## config.mk

```make
export PLATFORM = sky130hd
export DESIGN_NAME = hp_mc_flat
export DESIGN_NICKNAME = d
export VERILOG_FILES = /design/src/rtl/hp_mc_if.sv /design/src/rtl/hp_mc.sv /design/src/flat_wrapper.sv
export SDC_FILE = /design/constraint.sdc
export NUM_CORES = 1
export LEC_CHECK = 0
export CAP_MARGIN = 10
export CORE_ASPECT_RATIO = 1.4
export CORE_UTILIZATION = 60
export DETAILED_ROUTE_END_ITERATION = 16
export PLACE_DENSITY = 0.76
export SETUP_SLACK_MARGIN = 0.2
export SLEW_MARGIN = 20
export SYNTH_ARGS = -nofsm -noshare
export SYNTH_HDL_FRONTEND = slang
export SYNTH_SLANG_ARGS = --single-unit
```

## constraint.sdc

```tcl
create_clock -name i_clk -period 19.8 [get_ports i_clk]
set_input_delay 5.94 -clock i_clk [delete_from_list [all_inputs] [get_ports i_clk]]
set_output_delay 5.94 -clock i_clk [all_outputs]
set_load 0.02 [all_outputs]
```

## src/rtl/hp_mc_if.sv

```systemverilog
// Sample-stream bus for hp_mc: input handshake, coefficient/bypass/clear
// controls, and output handshake. The block uses the slave modport; the
// channel scheduler (or a bench) uses the master modport.
interface hp_mc_if #(
  parameter int unsigned DATA_W = 16,
  parameter int unsigned COEF_W = 16,
  parameter int unsigned NUM_CH = 8,
  parameter int unsigned CHAN_W = (NUM_CH > 1) ? $clog2(NUM_CH) : 1
);
  logic              i_valid;
  logic              o_ready;
  logic [DATA_W-1:0] i_data;
  logic [CHAN_W-1:0] i_chan;
  logic [COEF_W-1:0] i_coef;
  logic              i_bypass;
  logic              i_clr;
  logic              o_valid;
  logic              i_ready;
  logic [DATA_W-1:0] o_data;
  logic [CHAN_W-1:0] o_chan;

  modport slave (
    input  i_valid, i_data, i_chan, i_coef, i_bypass, i_clr, i_ready,
    output o_ready, o_valid, o_data, o_chan
  );

  modport master (
    output i_valid, i_data, i_chan, i_coef, i_bypass, i_clr, i_ready,
    input  o_ready, o_valid, o_data, o_chan
  );
endinterface

```

## src/rtl/hp_mc.sv

```systemverilog
// Multi-channel first-order IIR high-pass filter, y[n] = a*(y[n-1] + x[n] - x[n-1]).
// Channels are time-multiplexed through one datapath; each channel keeps its own
// x_prev/y_prev. One sample is in flight at a time (IDLE -> MAC -> OUT).
module hp_mc #(
  parameter int unsigned DATA_W = 16,
  parameter int unsigned COEF_W = 16,
  parameter int unsigned NUM_CH = 8,
  parameter int unsigned CHAN_W = (NUM_CH > 1) ? $clog2(NUM_CH) : 1
) (
  input logic    i_clk,
  input logic    i_rst,
  hp_mc_if.slave bus
);

  // Difference term needs two guard bits; product adds the zero-extended coefficient.
  localparam int unsigned DW = DATA_W + 2;
  localparam int unsigned PW = DW + COEF_W + 1;

  localparam logic signed [PW-1:0] RndHalf = {{(PW-1){1'b0}}, 1'b1} << (COEF_W - 2);
  localparam logic signed [PW-1:0] YMax    = {{(PW-DATA_W+1){1'b0}}, {(DATA_W-1){1'b1}}};
  localparam logic signed [PW-1:0] YMin    = {{(PW-DATA_W+1){1'b1}}, {(DATA_W-1){1'b0}}};

  typedef enum logic [1:0] {StIdle, StMac, StOut} state_e;

  state_e state_q, state_d;

  logic signed [DATA_W-1:0] x_q;
  logic        [CHAN_W-1:0] ch_q;
  logic        [COEF_W-1:0] a_q;
  logic                     byp_q;

  logic signed [DATA_W-1:0] x_prev_q [NUM_CH];
  logic signed [DATA_W-1:0] y_prev_q [NUM_CH];

  logic        [DATA_W-1:0] data_q;
  logic        [CHAN_W-1:0] chan_q;

  logic                     in_range;
  logic signed [DATA_W-1:0] xp_rd, yp_rd;
  logic signed [DW-1:0]     d;
  logic signed [PW-1:0]     d_ext, a_ext, p, r;
  logic signed [DATA_W-1:0] y_sat, y_out, y_state;
  logic                     accept;

  assign accept      = (state_q == StIdle) && bus.i_valid;
  assign bus.o_ready = (state_q == StIdle);
  assign bus.o_valid = (state_q == StOut);
  assign bus.o_data  = data_q;
  assign bus.o_chan  = chan_q;

  // Next-state logic: fixed three-cycle sample pipeline, OUT waits on downstream.
  always_comb begin
    state_d = state_q;
    unique case (state_q)
      StIdle:  if (bus.i_valid) state_d = StMac;
      StMac:   state_d = StOut;
      StOut:   if (bus.i_ready) state_d = StIdle;
      default: state_d = StIdle;
    endcase
  end

  // State register.
  always_ff @(posedge i_clk or posedge i_rst) begin
    if (i_rst) begin
      state_q <= StIdle;
    end else begin
      state_q <= state_d;
    end
  end

  // Latch the sample and its per-sample controls on accept.
  always_ff @(posedge i_clk or posedge i_rst) begin
    if (i_rst) begin
      x_q   <= '0;
      ch_q  <= '0;
      a_q   <= '0;
      byp_q <= 1'b0;
    end else if (accept) begin
      x_q   <= bus.i_data;
      ch_q  <= bus.i_chan;
      a_q   <= bus.i_coef;
      byp_q <= bus.i_bypass;
    end
  end

  // Datapath: difference, Q1 multiply, round-half-up shift, saturate.
  always_comb begin
    in_range = ({{(32-CHAN_W){1'b0}}, ch_q} < NUM_CH);
    xp_rd    = in_range ? x_prev_q[ch_q] : '0;
    yp_rd    = in_range ? y_prev_q[ch_q] : '0;
    d        = {{2{yp_rd[DATA_W-1]}}, yp_rd} + {{2{x_q[DATA_W-1]}}, x_q}
             - {{2{xp_rd[DATA_W-1]}}, xp_rd};
    d_ext    = {{(PW-DW){d[DW-1]}}, d};
    a_ext    = {{(PW-COEF_W){1'b0}}, a_q};
    p        = d_ext * a_ext;
    r        = (p + RndHalf) >>> (COEF_W - 1);
    if (r > YMax) begin
      y_sat = YMax[DATA_W-1:0];
    end else if (r < YMin) begin
      y_sat = YMin[DATA_W-1:0];
    end else begin
      y_sat = r[DATA_W-1:0];
    end
    // Out-of-range channels produce zero regardless of bypass.
    y_out   = !in_range ? '0 : (byp_q ? x_q : y_sat);
    // Bypass leaves y_prev at 0 so leaving bypass starts from a bounded step.
    y_state = byp_q ? '0 : y_sat;
  end

  // Per-channel state; clear has priority over the MAC write-back.
  always_ff @(posedge i_clk or posedge i_rst) begin
    if (i_rst) begin
      for (int i = 0; i < NUM_CH; i++) begin
        x_prev_q[i] <= '0;
        y_prev_q[i] <= '0;
      end
    end else if (bus.i_clr) begin
      for (int i = 0; i < NUM_CH; i++) begin
        x_prev_q[i] <= '0;
        y_prev_q[i] <= '0;
      end
    end else if ((state_q == StMac) && in_range) begin
      x_prev_q[ch_q] <= x_q;
      y_prev_q[ch_q] <= y_state;
    end
  end

  // Output register, loaded once per sample and held through backpressure.
  always_ff @(posedge i_clk or posedge i_rst) begin
    if (i_rst) begin
      data_q <= '0;
      chan_q <= '0;
    end else if (state_q == StMac) begin
      data_q <= y_out;
      chan_q <= ch_q;
    end
  end

endmodule
```

## src/flat_wrapper.sv

```systemverilog
// flat-port wrapper written by rule: the top's interface ports become plain ports
module hp_mc_flat 
#(
  parameter int unsigned DATA_W = 16,
  parameter int unsigned COEF_W = 16,
  parameter int unsigned NUM_CH = 8,
  parameter int unsigned CHAN_W = (NUM_CH > 1) ? $clog2(NUM_CH) : 1
)
  (i_clk, i_rst, bus_i_valid, bus_i_data, bus_i_chan, bus_i_coef, bus_i_bypass, bus_i_clr, bus_i_ready, bus_o_ready, bus_o_valid, bus_o_data, bus_o_chan);
  hp_mc_if #(.DATA_W(DATA_W), .COEF_W(COEF_W), .NUM_CH(NUM_CH), .CHAN_W(CHAN_W)) bus_i ();
  input logic i_clk;
  input logic i_rst;
  input wire logic [$bits(bus_i.i_valid)-1:0] bus_i_valid;
  input wire logic [$bits(bus_i.i_data)-1:0] bus_i_data;
  input wire logic [$bits(bus_i.i_chan)-1:0] bus_i_chan;
  input wire logic [$bits(bus_i.i_coef)-1:0] bus_i_coef;
  input wire logic [$bits(bus_i.i_bypass)-1:0] bus_i_bypass;
  input wire logic [$bits(bus_i.i_clr)-1:0] bus_i_clr;
  input wire logic [$bits(bus_i.i_ready)-1:0] bus_i_ready;
  output wire logic [$bits(bus_i.o_ready)-1:0] bus_o_ready;
  output wire logic [$bits(bus_i.o_valid)-1:0] bus_o_valid;
  output wire logic [$bits(bus_i.o_data)-1:0] bus_o_data;
  output wire logic [$bits(bus_i.o_chan)-1:0] bus_o_chan;
  assign bus_i.i_valid = bus_i_valid;
  assign bus_i.i_data = bus_i_data;
  assign bus_i.i_chan = bus_i_chan;
  assign bus_i.i_coef = bus_i_coef;
  assign bus_i.i_bypass = bus_i_bypass;
  assign bus_i.i_clr = bus_i_clr;
  assign bus_i.i_ready = bus_i_ready;
  assign bus_o_ready = bus_i.o_ready;
  assign bus_o_valid = bus_i.o_valid;
  assign bus_o_data = bus_i.o_data;
  assign bus_o_chan = bus_i.o_chan;
  hp_mc #(.DATA_W(DATA_W), .COEF_W(COEF_W), .NUM_CH(NUM_CH), .CHAN_W(CHAN_W)) u_core (.i_clk(i_clk), .i_rst(i_rst), .bus(bus_i));
endmodule
```

Word-level counts from Yosys, hierarchy flattened
Cells that the tools add are included.
{"block": "totals", "reg_bits": 313, "inputBits": 41, "output_inout_bits": 21, "elab_cells": 62}
{"block": "op_classes", "add_sub_neg": 3, "n_mul": 1, "order_cmp": 4, "eq_ne": 4, "muxes": 21, "bitwise": 1, "n_reduce_logical": 5}
{"op": "2-to-1 mux 128 bit", "count": 4}
{"op": "bitwise mux 128 bit", "count": 2}
{"op": "2-to-1 mux 16 bit", "count": 9}
{"op": "binary-select mux 16 bit (select 3 bit)", "count": 2}
{"op": "demux 16 bit (select 3 bit)", "count": 1}
{"op": "adder 35 x 16 -> 35 bit (second input constant)", "count": 1}
{"op": "multiplier 18 x 17 -> 35 bit", "count": 1}
{"op": "> comparator 20 x 16 -> 1 bit (second input constant)", "count": 1}
{"op": "less-than comparator 20 x 16 -> 1 bit (second input constant)", "count": 1}
{"op": "subtractor 17 x 16 -> 18 bit", "count": 1}
{"op": "adder 16 x 16 -> 17 bit", "count": 1}
{"op": "one-hot mux 2 bit (3 select lines)", "count": 1}
{"op": ">= comparator 4 bit (second input constant)", "count": 1}
{"op": "less-than comparator 4 x 1 -> 1 bit (second input constant)", "count": 1}
{"op": "2-to-1 mux 2 bit", "count": 2}
{"op": "inequality test 2 bit (second input constant)", "count": 2}
{"op": "NOT 3 -> 4 bit", "count": 1}
{"op": "equality test 2 x 1 -> 1 bit (second input constant)", "count": 1}
{"op": "equality test 2 bit (second input constant)", "count": 1}
{"op": "logical AND 1 bit", "count": 2}
{"op": "zero test 2 bit", "count": 1}
{"op": "AND reduction 2 bit", "count": 1}
{"op": "nonzero test 2 bit", "count": 1}

Depth between registers and ports, before layout
Gate-level depths: netlist of run 1.
{"block": "depth", "word_depth": 15, "mapped_depth": 48, "ltp_nobuf": 41}

Worst setup path before layout of run 1
OpenSTA, ideal clock, no wires.
{"block": "synth_timing", "path_type": "flip-flop to flip-flop", "from": "register u_core.ch_q[0]", "to": "register u_core.y_prev_q[64] (netlist name)", "setup_time_ns": 0.078, "arrival_time_ns": 10.925, "t_required_ns": 19.722, "setup_slack_ns": 8.797, "stages_incl_launch_ff": 44, "path_buffers": 7, "period_less_slack_ns": 11.003, "path_cell_list": "dfrtp_1 > clkbuf_1 > and3b_1 > clkbuf_1 > clkbuf_1 > buf_1 > a22oi_1 > nand4_1 > fa_1 > ha_1 > a21o_1 > a21oi_1 > nor2b_1 > o21a_1 > o22a_1 > a221o_1 > o41ai_2 > o21ai_0 > (+8 left out) > a21o_1 > fa_1 > fa_1 > inv_1 > fa_1 > inv_1 > ha_1 > a21o_1 > a21o_1 > a21o_1 > a211o_1 > or2_4 > o311a_4 > o32ai_4 > and2b_4 > nand2_4 > buf_6 > o21ai_1"}
{"block": "synth_between", "elab_chain_cells": 15, "elab_cells_between_ends": 24, "cone_classes": "add/sub: 3; mul: 1; order compare: 4; mux: 14; bitwise: 1; reduce/logical: 1"}
{"element": "from (decl)", "line_no": "hp_mc.sv:28", "rtl": "logic [CHAN_W-1:0] ch_q;"}
{"element": "from (signal assigned)", "line_no": "hp_mc.sv:80", "rtl": "ch_q <= bus.i_chan;"}
{"element": "NOT 3 -> 4 bit (implied by the code) *", "line_no": "hp_mc.sv:89, hp_mc.sv:90, hp_mc.sv:124"}
{"element": "binary-select mux 16 bit (select 3 bit)", "line_no": "hp_mc.sv:90", "rtl": "yp_rd = in_range ? y_prev_q[ch_q] : '0;"}
{"element": "2-to-1 mux 16 bit (implied by the code) (2 in series)", "line_no": "hp_mc.sv:90"}
{"element": "adder 16 x 16 -> 17 bit", "line_no": "hp_mc.sv:91", "rtl": "d = {{2{yp_rd[DATA_W-1]}}, yp_rd} + {{2{x_q[DATA_W-1]}}, x_q}"}
{"element": "subtractor 17 x 16 -> 18 bit", "line_no": "hp_mc.sv:92", "rtl": "- {{2{xp_rd[DATA_W-1]}}, xp_rd};"}
{"element": "multiplier 18 x 17 -> 35 bit", "line_no": "hp_mc.sv:95", "rtl": "p = d_ext * a_ext;"}
{"element": "adder 35 x 16 -> 35 bit", "line_no": "hp_mc.sv:96", "rtl": "r = (p + RndHalf) >>> (COEF_W - 1);"}
{"element": "less-than comparator 20 x 16 -> 1 bit", "line_no": "hp_mc.sv:99", "rtl": "end else if (r < YMin) begin"}
{"element": "2-to-1 mux 16 bit", "line_no": "hp_mc.sv:99"}
{"element": "2-to-1 mux 16 bit", "line_no": "hp_mc.sv:97", "rtl": "if (r > YMax) begin"}
{"element": "2-to-1 mux 16 bit", "line_no": "hp_mc.sv:107", "rtl": "y_state = byp_q ? '0 : y_sat;"}
{"element": "bitwise mux 128 bit *", "line_no": "hp_mc.sv:124", "rtl": "y_prev_q[ch_q] <= y_state;"}
{"element": "2-to-1 mux 128 bit *", "line_no": "hp_mc.sv:122", "rtl": "end else if ((state_q == StMac) && in_range) begin"}
{"element": "2-to-1 mux 128 bit *", "line_no": "hp_mc.sv:117", "rtl": "end else if (bus.i_clr) begin"}
{"element": "to (signal, indexed assignment)", "line_no": "hp_mc.sv:124"}
{"element": "to (decl)", "line_no": "hp_mc.sv:33", "rtl": "logic signed [DATA_W-1:0] y_prev_q [NUM_CH];"}
Mark *: on every way between the ends. The rest lies on a longest branch, timed or not. The select of a mux whose other input is x is not followed.
A chain may end at the register's enable or synchronous reset.

Final worst setup path of run 1
{"block": "layout_timing", "from": "register u_core.ch_q[2]", "to": "register u_core.y_prev_q[30] (netlist name)"}
The elaborated chain is that of the path after synthesis.

==> results of run 1 <==
cell families after synthesis:
kind of cell | after synthesis | share of synthesized area (%)
AO/OA/AOI/OAI | 572 | 14.05
XOR/XNOR | 43 | 1.516
adder cells (fa/ha/maj) | 426 | 29.47
buffers and inverters | 568 | 8.486
flip-flops | 313 | 30.41
multiplexers | 23 | 1.006
AND/OR/NAND/NOR | 830 | 15.07
routing by layer:
layer | vias to the layer above | wire length [µm] | global-route usage, %
li1 | 8805 | - | -
met3 | 267 | 5677 | 5.151
met4 | 0 | 4750 | 21.25
met2 | 1052 | 35980 | 57.92
met5 | - | 0 | 0
met1 | 10010 | 25330 | 40.77
per-stage QoR:
stage	setup WS [ns]	area, µm²
2_1_floorplan	5.202	25760
3_3_place_gp	8.053	26750
3_5_place_dp	7.662	26760
4_1_cts	7.625	27690
5_1_grt	6.856	27690
6_report	7.486	27690
worst max-delay path: cells and delay by family, from the launching register on:
kind	cells	cell delay (ns)
DFF	1	0.59
adders and majority gates	9	4.51
and+or+nand+nor	7	1.98
buffers and inverters	5	1.07
xor gates and xnor gates	1	0.15
AOI/OAI and AO/OA	17	3.88
cells in the final DEF (no fill, tap or decap), types with 8 or more instances in the layout:
cell                              netlist  layout
sky130_fd_sc_hd__dfrtp_1              313     313
sky130_fd_sc_hd__inv_1                406     405
sky130_fd_sc_hd__mux2_2                23      23
sky130_fd_sc_hd__nor2_1                47      44
sky130_fd_sc_hd__xnor2_1               28      21
sky130_fd_sc_hd__and3_1                25      25
sky130_fd_sc_hd__ha_1                 125     125
sky130_fd_sc_hd__a221oi_1              15      15
sky130_fd_sc_hd__o21ai_0              112     112
sky130_fd_sc_hd__xor2_1                14      13
sky130_fd_sc_hd__a21o_1                20      20
sky130_fd_sc_hd__a22o_1                48      48
sky130_fd_sc_hd__clkdlybuf4s50_1        0      60
sky130_fd_sc_hd__a21oi_1              173     171
sky130_fd_sc_hd__a22oi_1               96      96
sky130_fd_sc_hd__o21a_1                14      14
sky130_fd_sc_hd__o21ai_2                8       8
sky130_fd_sc_hd__nand3_1                8       8
sky130_fd_sc_hd__buf_4                  1      35
sky130_fd_sc_hd__nand4_1               21      21
sky130_fd_sc_hd__fa_1                 301     301
sky130_fd_sc_hd__clkbuf_16              0      31
sky130_fd_sc_hd__nand2_1              501     501
sky130_fd_sc_hd__o21ai_1               52      52
sky130_fd_sc_hd__and2_1               180     179
state kept, by name (all words and copies together) (netlist names):
signal	flops
u_core.a_q	16
u_core.x_q	16
u_core.byp_q	1
u_core.x_prev_q	128
u_core.bus.o_chan	3
u_core.ch_q	3
u_core.y_prev_q	128
u_core.bus.o_data	16
u_core.state_q	2
layout make-up:
class,instances,area [µm²]
multi-input cells,1894,15850
flip-flops and latches,313,7833
clock buffers,44,884.6
clock inverters,6,43.79
inverters,406,1531
fillers,3341,14520
repair buffers,95,863.3
well taps,546,683.2
how the worst max path moves through the flow:
stage	startpoint	to
after floorplan	i_rst	u_core.a_q[0]$_DFFE_PP0P_
after global routing	u_core.ch_q[2]$_DFFE_PP0P_	u_core.y_prev_q[62]$_DFFE_PP0P_
final	u_core.ch_q[2]$_DFFE_PP0P_	u_core.y_prev_q[30]$_DFFE_PP0P_
after detailed placement	u_core.ch_q[2]$_DFFE_PP0P_	u_core.y_prev_q[43]$_DFFE_PP0P_
after global placement	u_core.ch_q[2]$_DFFE_PP0P_	u_core.bus.o_data[5]$_DFFE_PP0P_
after CTS	u_core.ch_q[2]$_DFFE_PP0P_	u_core.y_prev_q[43]$_DFFE_PP0P_
==> summary.txt, run 1 <==
GRT
  – Total GRT Usage: 34.20%
  – First-pass GRT wire length: 114.9 mm
  – Initial antenna violation count: 0
  – Remaining global-route overflow: 0
  – Pin count of the biggest net entering global routing: 115
  – Via count of the first global-routing pass: 21.45k

Timing
  – Highest attainable clock frequency: 81.21 MHz
  – Setup TNS: 0 ns
  – Total count of max-transition violations in the final report: 0
  – Unrepaired setup endpoints after global routing: no
  – Final setup violating endpoints: 0
  – Pin slew with the least headroom to its limit: 1.123 ns
  – Share of the clock period used by the worst path: 62.19%
  – Time the final worst path needs with I/O delays and setup: 12.31 ns
  – Hold Vio Cnt, Final: 0
  – Smallest hold slack: 0.4836 ns
  – Headroom to the max-slew limit: 25.03%
  – Clk_skew: 0.01230 ns

Min path
  – Endpoint of the worst hold path: u_core.y_prev_q[120]$_DFFE_PP0P_
  – Launch instance of the worst min-delay path: u_core.y_prev_q[120]$_DFFE_PP0P_
  – Hold Path Cell Cnt: 2
  – Worst Hold Class: flip-flop to flip-flop

Synth
  – Post-synth EDFFs: 0
  – Synthesized Nets: 3242
  – Commonest register cell after synthesis: sky130_fd_sc_hd__dfrtp_1
  – Synth Warn #: 0
  – Top-count cell post-synth: sky130_fd_sc_hd__nand2_1
  – Fraction of registers with async set/reset: 100.0%
  – Gate Count Post-Synth: 2775
  – Number of distinct library cells after synthesis: 65
  – Post-synth design cell area: 25760 µm²
  – Syn_area_per_cell: 9.282 µm²
  – Top cells by count, synth: 501 x sky130_fd_sc_hd__nand2_1, 406 x sky130_fd_sc_hd__inv_1, 313 x sky130_fd_sc_hd__dfrtp_1
  – Share of the synthesized area in the top cell type: 30.41%
  – Sequential area share after synthesis: 30.41%
  – Largest cells by area after synthesis: sky130_fd_sc_hd__dfrtp_1 30%, sky130_fd_sc_hd__fa_1 23%, sky130_fd_sc_hd__nand2_1 7.3%
  – Cell accounting for the most synthesized area: sky130_fd_sc_hd__dfrtp_1
  – Count of state elements after synthesis: 313

Worst setup path
  – Endpoint of the lowest-slack register-to-register path: u_core.y_prev_q[30]$_DFFE_PP0P_
  – Reg2reg setup slack: 7.49 ns
  – Sort of element at the start of the critical path: flip-flop
  – Required time of the critical path: 20.27 ns
  – Worst reg-to-reg path cell count: 39
  – Most frequent cell on the critical path: sky130_fd_sc_hd__fa_1
  – Capturing element type of the critical path: flip-flop
  – Largest stage delay on the critical path: 1.04 ns
  – Setup Crit Path Kind: flip-flop to flip-flop
  – Crit Path Max Fanout: 34
  – Cell with the biggest individual delay on the critical path: sky130_fd_sc_hd__fa_1
  – Worst endpoint data arrival time: 12.78 ns
  – Reg-to-reg critical path startpoint: u_core.ch_q[2]$_DFFE_PP0P_

Clock network
  – Sinks on the clock net: 313
  – Cell at the root of the clock tree: sky130_fd_sc_hd__clkbuf_16
  – Number of CTS-inserted buffers: 31
  – Register clock-pin slew on the reported worst setup and hold paths: 0.06 ns
  – Number of cells upsized or downsized after cts: 0
  – Maximum buffer depth of the clock tree: 3
  – # Post-CTS Setup Buffers: 0
  – TritonCTS clock tree: yes
  – Hold-fix buffer count after cts: 0
  – Total number of H-tree levels: 1
  – Latest clock arrival within the worst-skew pair: 0.58 ns

Die
  – Die height: 247.2 µm
  – I/O Pins: 62
  – Placeable core region: 42200 µm²
  – Number of placement rows: 89
  – Area of the die: 43770 µm²
  – Starting density of the core: 61.03%
  – Die width: 177.1 µm

Finish
  – Area delta synth->final: 7.495%
  – Finished Core Util: 65.60%
  – Number of antenna repair diodes: 0
  – Fraction of layout cells with a size suffix above 1: 5.547%
  – Fin cells: 3304
  – NumNets Final: 3208

Place
  – GP Congestion: 0.8933
  – HPWL Detailed: 50.64 mm
  – Port Buf Inserts: 61
  – Placed Cells incl. Taps: 3254

Routing
  – Routed Antenna Nets: 0
  – DRT Pass-1 Iters: 6
  – Via density per instance: 6.095
  – Residual DRC: 0
  – Via count: 20.14k
  – Routed wire length per instance: 21.71 µm
  – Drt initial violations: 1666
  – Routed wire length: 71.73 mm

Outcome
  – Result of the run: finished, final reports clean

Job
  – Max-cap violation count: 0
Power of run 1 is left out: the tool's default activity adds up to more than one toggle a clock period on the data nets, which glitch-free logic cannot reach.
==> inputs of run 2 (changes only) <==
clock period = 11.6 ns   (was 19.8 ns; I/O delays follow)
==> run 2 against run 1 <==
Global-route usage up 1.1 points. Via count up 1.1%. Sequential cell count unchanged. Largest cell class unchanged.
==> summary.txt, run 2 (synthesis results as in run 1) <==
Timing
  – Hold Vio Cnt, Final: 0 (unchanged)
  – Share of the clock period used by the worst path: 95.17% (+33 points)
  – Headroom to the max-slew limit: 20.83% (-4.2 points)
  – Pin slew with the least headroom to its limit: 1.182 ns (+0.05830 ns)
  – Total count of max-transition violations in the final report: 0 (unchanged)
  – Unrepaired setup endpoints after global routing: yes
  – Final setup violating endpoints: 0 (unchanged)
  – Setup TNS: 0 ns (unchanged)
  – Clk_skew: 0.02858 ns (+0.01628 ns)
  – Highest attainable clock frequency: 90.58 MHz (+12%)
  – Time the final worst path needs with I/O delays and setup: 11.04 ns (-1.274 ns)

Routing
  – Via density per instance: 6.097 (about the same)
  – Routed Antenna Nets: 0 (unchanged)
  – DRT Pass-1 Iters: 6 (unchanged)
  – Drt initial violations: 1660 (-0.36%)
  – Residual DRC: 0 (unchanged)
  – Via count: 20.36k (+1.1%)
  – Routed wire length: 73.07 mm (+1.9%)
  – Routed wire length per instance: 21.88 µm (+0.79%)

GRT
  – First-pass GRT wire length: 117.5 mm (+2.3%)
  – Via count of the first global-routing pass: 21.79k (+1.6%)
  – Remaining global-route overflow: 0 (unchanged)
  – Total GRT Usage: 35.30% (+1.1 points)
  – Initial antenna violation count: 0 (unchanged)
  – Pin count of the biggest net entering global routing: 178 (+55%)

Min path
  – Launch instance of the worst min-delay path: u_core.y_prev_q[114]$_DFFE_PP0P_
  – Worst Hold Class: flip-flop to flip-flop

Outcome
  – Result of the run: finished, final reports clean

Die
  – Number of placement rows: 89 (unchanged)
  – Starting density of the core: 61.03% (unchanged)
  – Die width: 177.1 µm (unchanged)
  – I/O Pins: 62 (unchanged)
  – Area of the die: 43770 µm² (unchanged)
  – Placeable core region: 42200 µm² (unchanged)
  – Die height: 247.2 µm (unchanged)

Finish
  – Fraction of layout cells with a size suffix above 1: 7.411% (+1.9 points)
  – NumNets Final: 3240 (+1.0%)
  – Combined flip-flop and latch cell area: 7836 µm² (about the same)
  – Number of fill cells in the layout: 3313 (-0.84%)
  – Combined area of the multi-input logic cells: 15910 µm² (+0.36%)
  – Area delta synth->final: 9.356%
  – Commonest non-fill, non-tap cell in the layout: sky130_fd_sc_hd__nand2_1
  – Number of antenna repair diodes: 0 (unchanged)
  – Top library cells by usage in the layout, fill and taps aside: 499 x sky130_fd_sc_hd__nand2_1, 404 x sky130_fd_sc_hd__inv_1, 310 x sky130_fd_sc_hd__dfrtp_1
  – Largest registers ranked by flip-flop count: u_core.x_prev_q (128), u_core.y_prev_q (128)

Place
  – HPWL Detailed: 52.05 mm (+2.8%)
  – Port Buf Inserts: 61 (unchanged)
  – GP Congestion: 0.9208 (+3.1%)

Clock network
  – Sinks on the clock net: 313 (unchanged)
  – Total number of H-tree levels: 2 (+1)
  – Register clock-pin slew on the reported worst setup and hold paths: 0.06 ns (about the same)
  – TritonCTS clock tree: yes
  – Cell at the root of the clock tree: sky130_fd_sc_hd__clkbuf_16
  – Hold-fix buffer count after cts: 0 (unchanged)
  – Latest clock arrival within the worst-skew pair: 0.55 ns (-0.03 ns)
  – Maximum buffer depth of the clock tree: 3 (unchanged)
  – Number of CTS-inserted buffers: 34 (+9.7%)

Worst setup path
  – Capturing element type of the critical path: flip-flop
  – Largest stage delay on the critical path: 0.54 ns (-0.50 ns)
  – Most frequent cell on the critical path: sky130_fd_sc_hd__fa_1
  – Reg-to-reg critical path startpoint: u_core.ch_q[2]$_DFFE_PP0P_
  – Cell with the biggest individual delay on the critical path: sky130_fd_sc_hd__fa_1
  – Setup Crit Path Kind: flip-flop to flip-flop
  – Critical path buffer and inverter count: 4 (-1)
  – Required time of the critical path: 12.05 ns (-8.22 ns)
  – CP top delay family: compound AO/OA/AOI/OAI gates
  – Crit path launch: u_core.ch_q[2]$_DFFE_PP0P_
  – Worst endpoint data arrival time: 11.49 ns (-1.29 ns)
  – Crit Path Max Fanout: 15 (-56%)
  – Sort of element at the start of the critical path: flip-flop

Job
  – Max-cap violation count: 0 (unchanged)
## run 2: cell types whose count changed in the layout (fill, tap and decap cells not counted), sizes merged
cell,change
clkbuf,-1
clkinv,+1
buf,+29
clkinvlp,+1
inv,+2
bufinv,+3
## run 2: timing repair
item                       in CTS  in global routing
setup endpoints to repair       2                144
buffers inserted                0                  3
pin swaps                       0                  0
resized for setup               1                 19
## run 2: path summary, 6_finish.rpt
kind / to / slack (ns) / cells after the start
min in group asynchronous: u_core.y_prev_q[26]$_DFFE_PP0P_ / 3.24 / 2
worst max register to register: u_core.y_prev_q[45]$_DFFE_PP0P_ / 0.56 / 39
worst min-delay path: u_core.y_prev_q[114]$_DFFE_PP0P_ / 0.48 / 2
worst min register to register: u_core.y_prev_q[114]$_DFFE_PP0P_ / 0.48 / 2
worst max-delay path: u_core.y_prev_q[45]$_DFFE_PP0P_ / 0.56 / 39
max in group asynchronous: u_core.x_prev_q[31]$_DFFE_PP0P_ / 6.30 / 4
## run 2: layer usage
layer	wire [µm]	up-vias	track usage, %
li1	-	8856	-
met4	5283	0	23.25
met2	35970	978	58.94
met5	0	-	0
met3	6087	322	7.426
met1	25730	10200	40.89
## run 2: worst register-to-register path: cells and delay by family, from the launching register on
family,cells,cell delay [ns]
AO/OA/AOI/OAI,17,4.13
buffers and inverters,4,0.41
adder cells (fa/ha/maj),9,3.83
flip-flops,1,0.50
AND/OR/NAND/NOR,7,1.53
XOR/XNOR,2,0.56
## run 2: area by class of cell
| type | count | area share [%] |
|---|---|---|
| clock inverters | 13 | 0.6174 |
| repair buffers | 124 | 3.940 |
| multi-input cells | 1894 | 56.47 |
| flip-flops and latches | 313 | 27.82 |
| well taps | 546 | 2.425 |
| inverters | 406 | 5.437 |
| clock buffers | 43 | 3.287 |
## run 2: through the flow
| stage | cell area (µm²) | std cells | setup slack (ns) | util [%] | hold slack [ns] |
|---|---|---|---|---|---|
| after floorplan | 25760 | 2775 | 0.5969 | - | 0.4498 |
| after global placement | 26950 | 3280 | 0.4629 | 63.85 | 0.4612 |
| after detailed placement | 26950 | 3280 | 0.2178 | 63.87 | 0.4621 |
| after CTS | 28060 | 3336 | 0.2833 | 66.48 | 0.4848 |
| after global routing | 28170 | 3339 | 0.1717 | 66.74 | 0.5027 |
| final | 28170 | 3339 | 0.5599 | 66.74 | 0.4808 |
Power of run 2 is left out for the same reason.
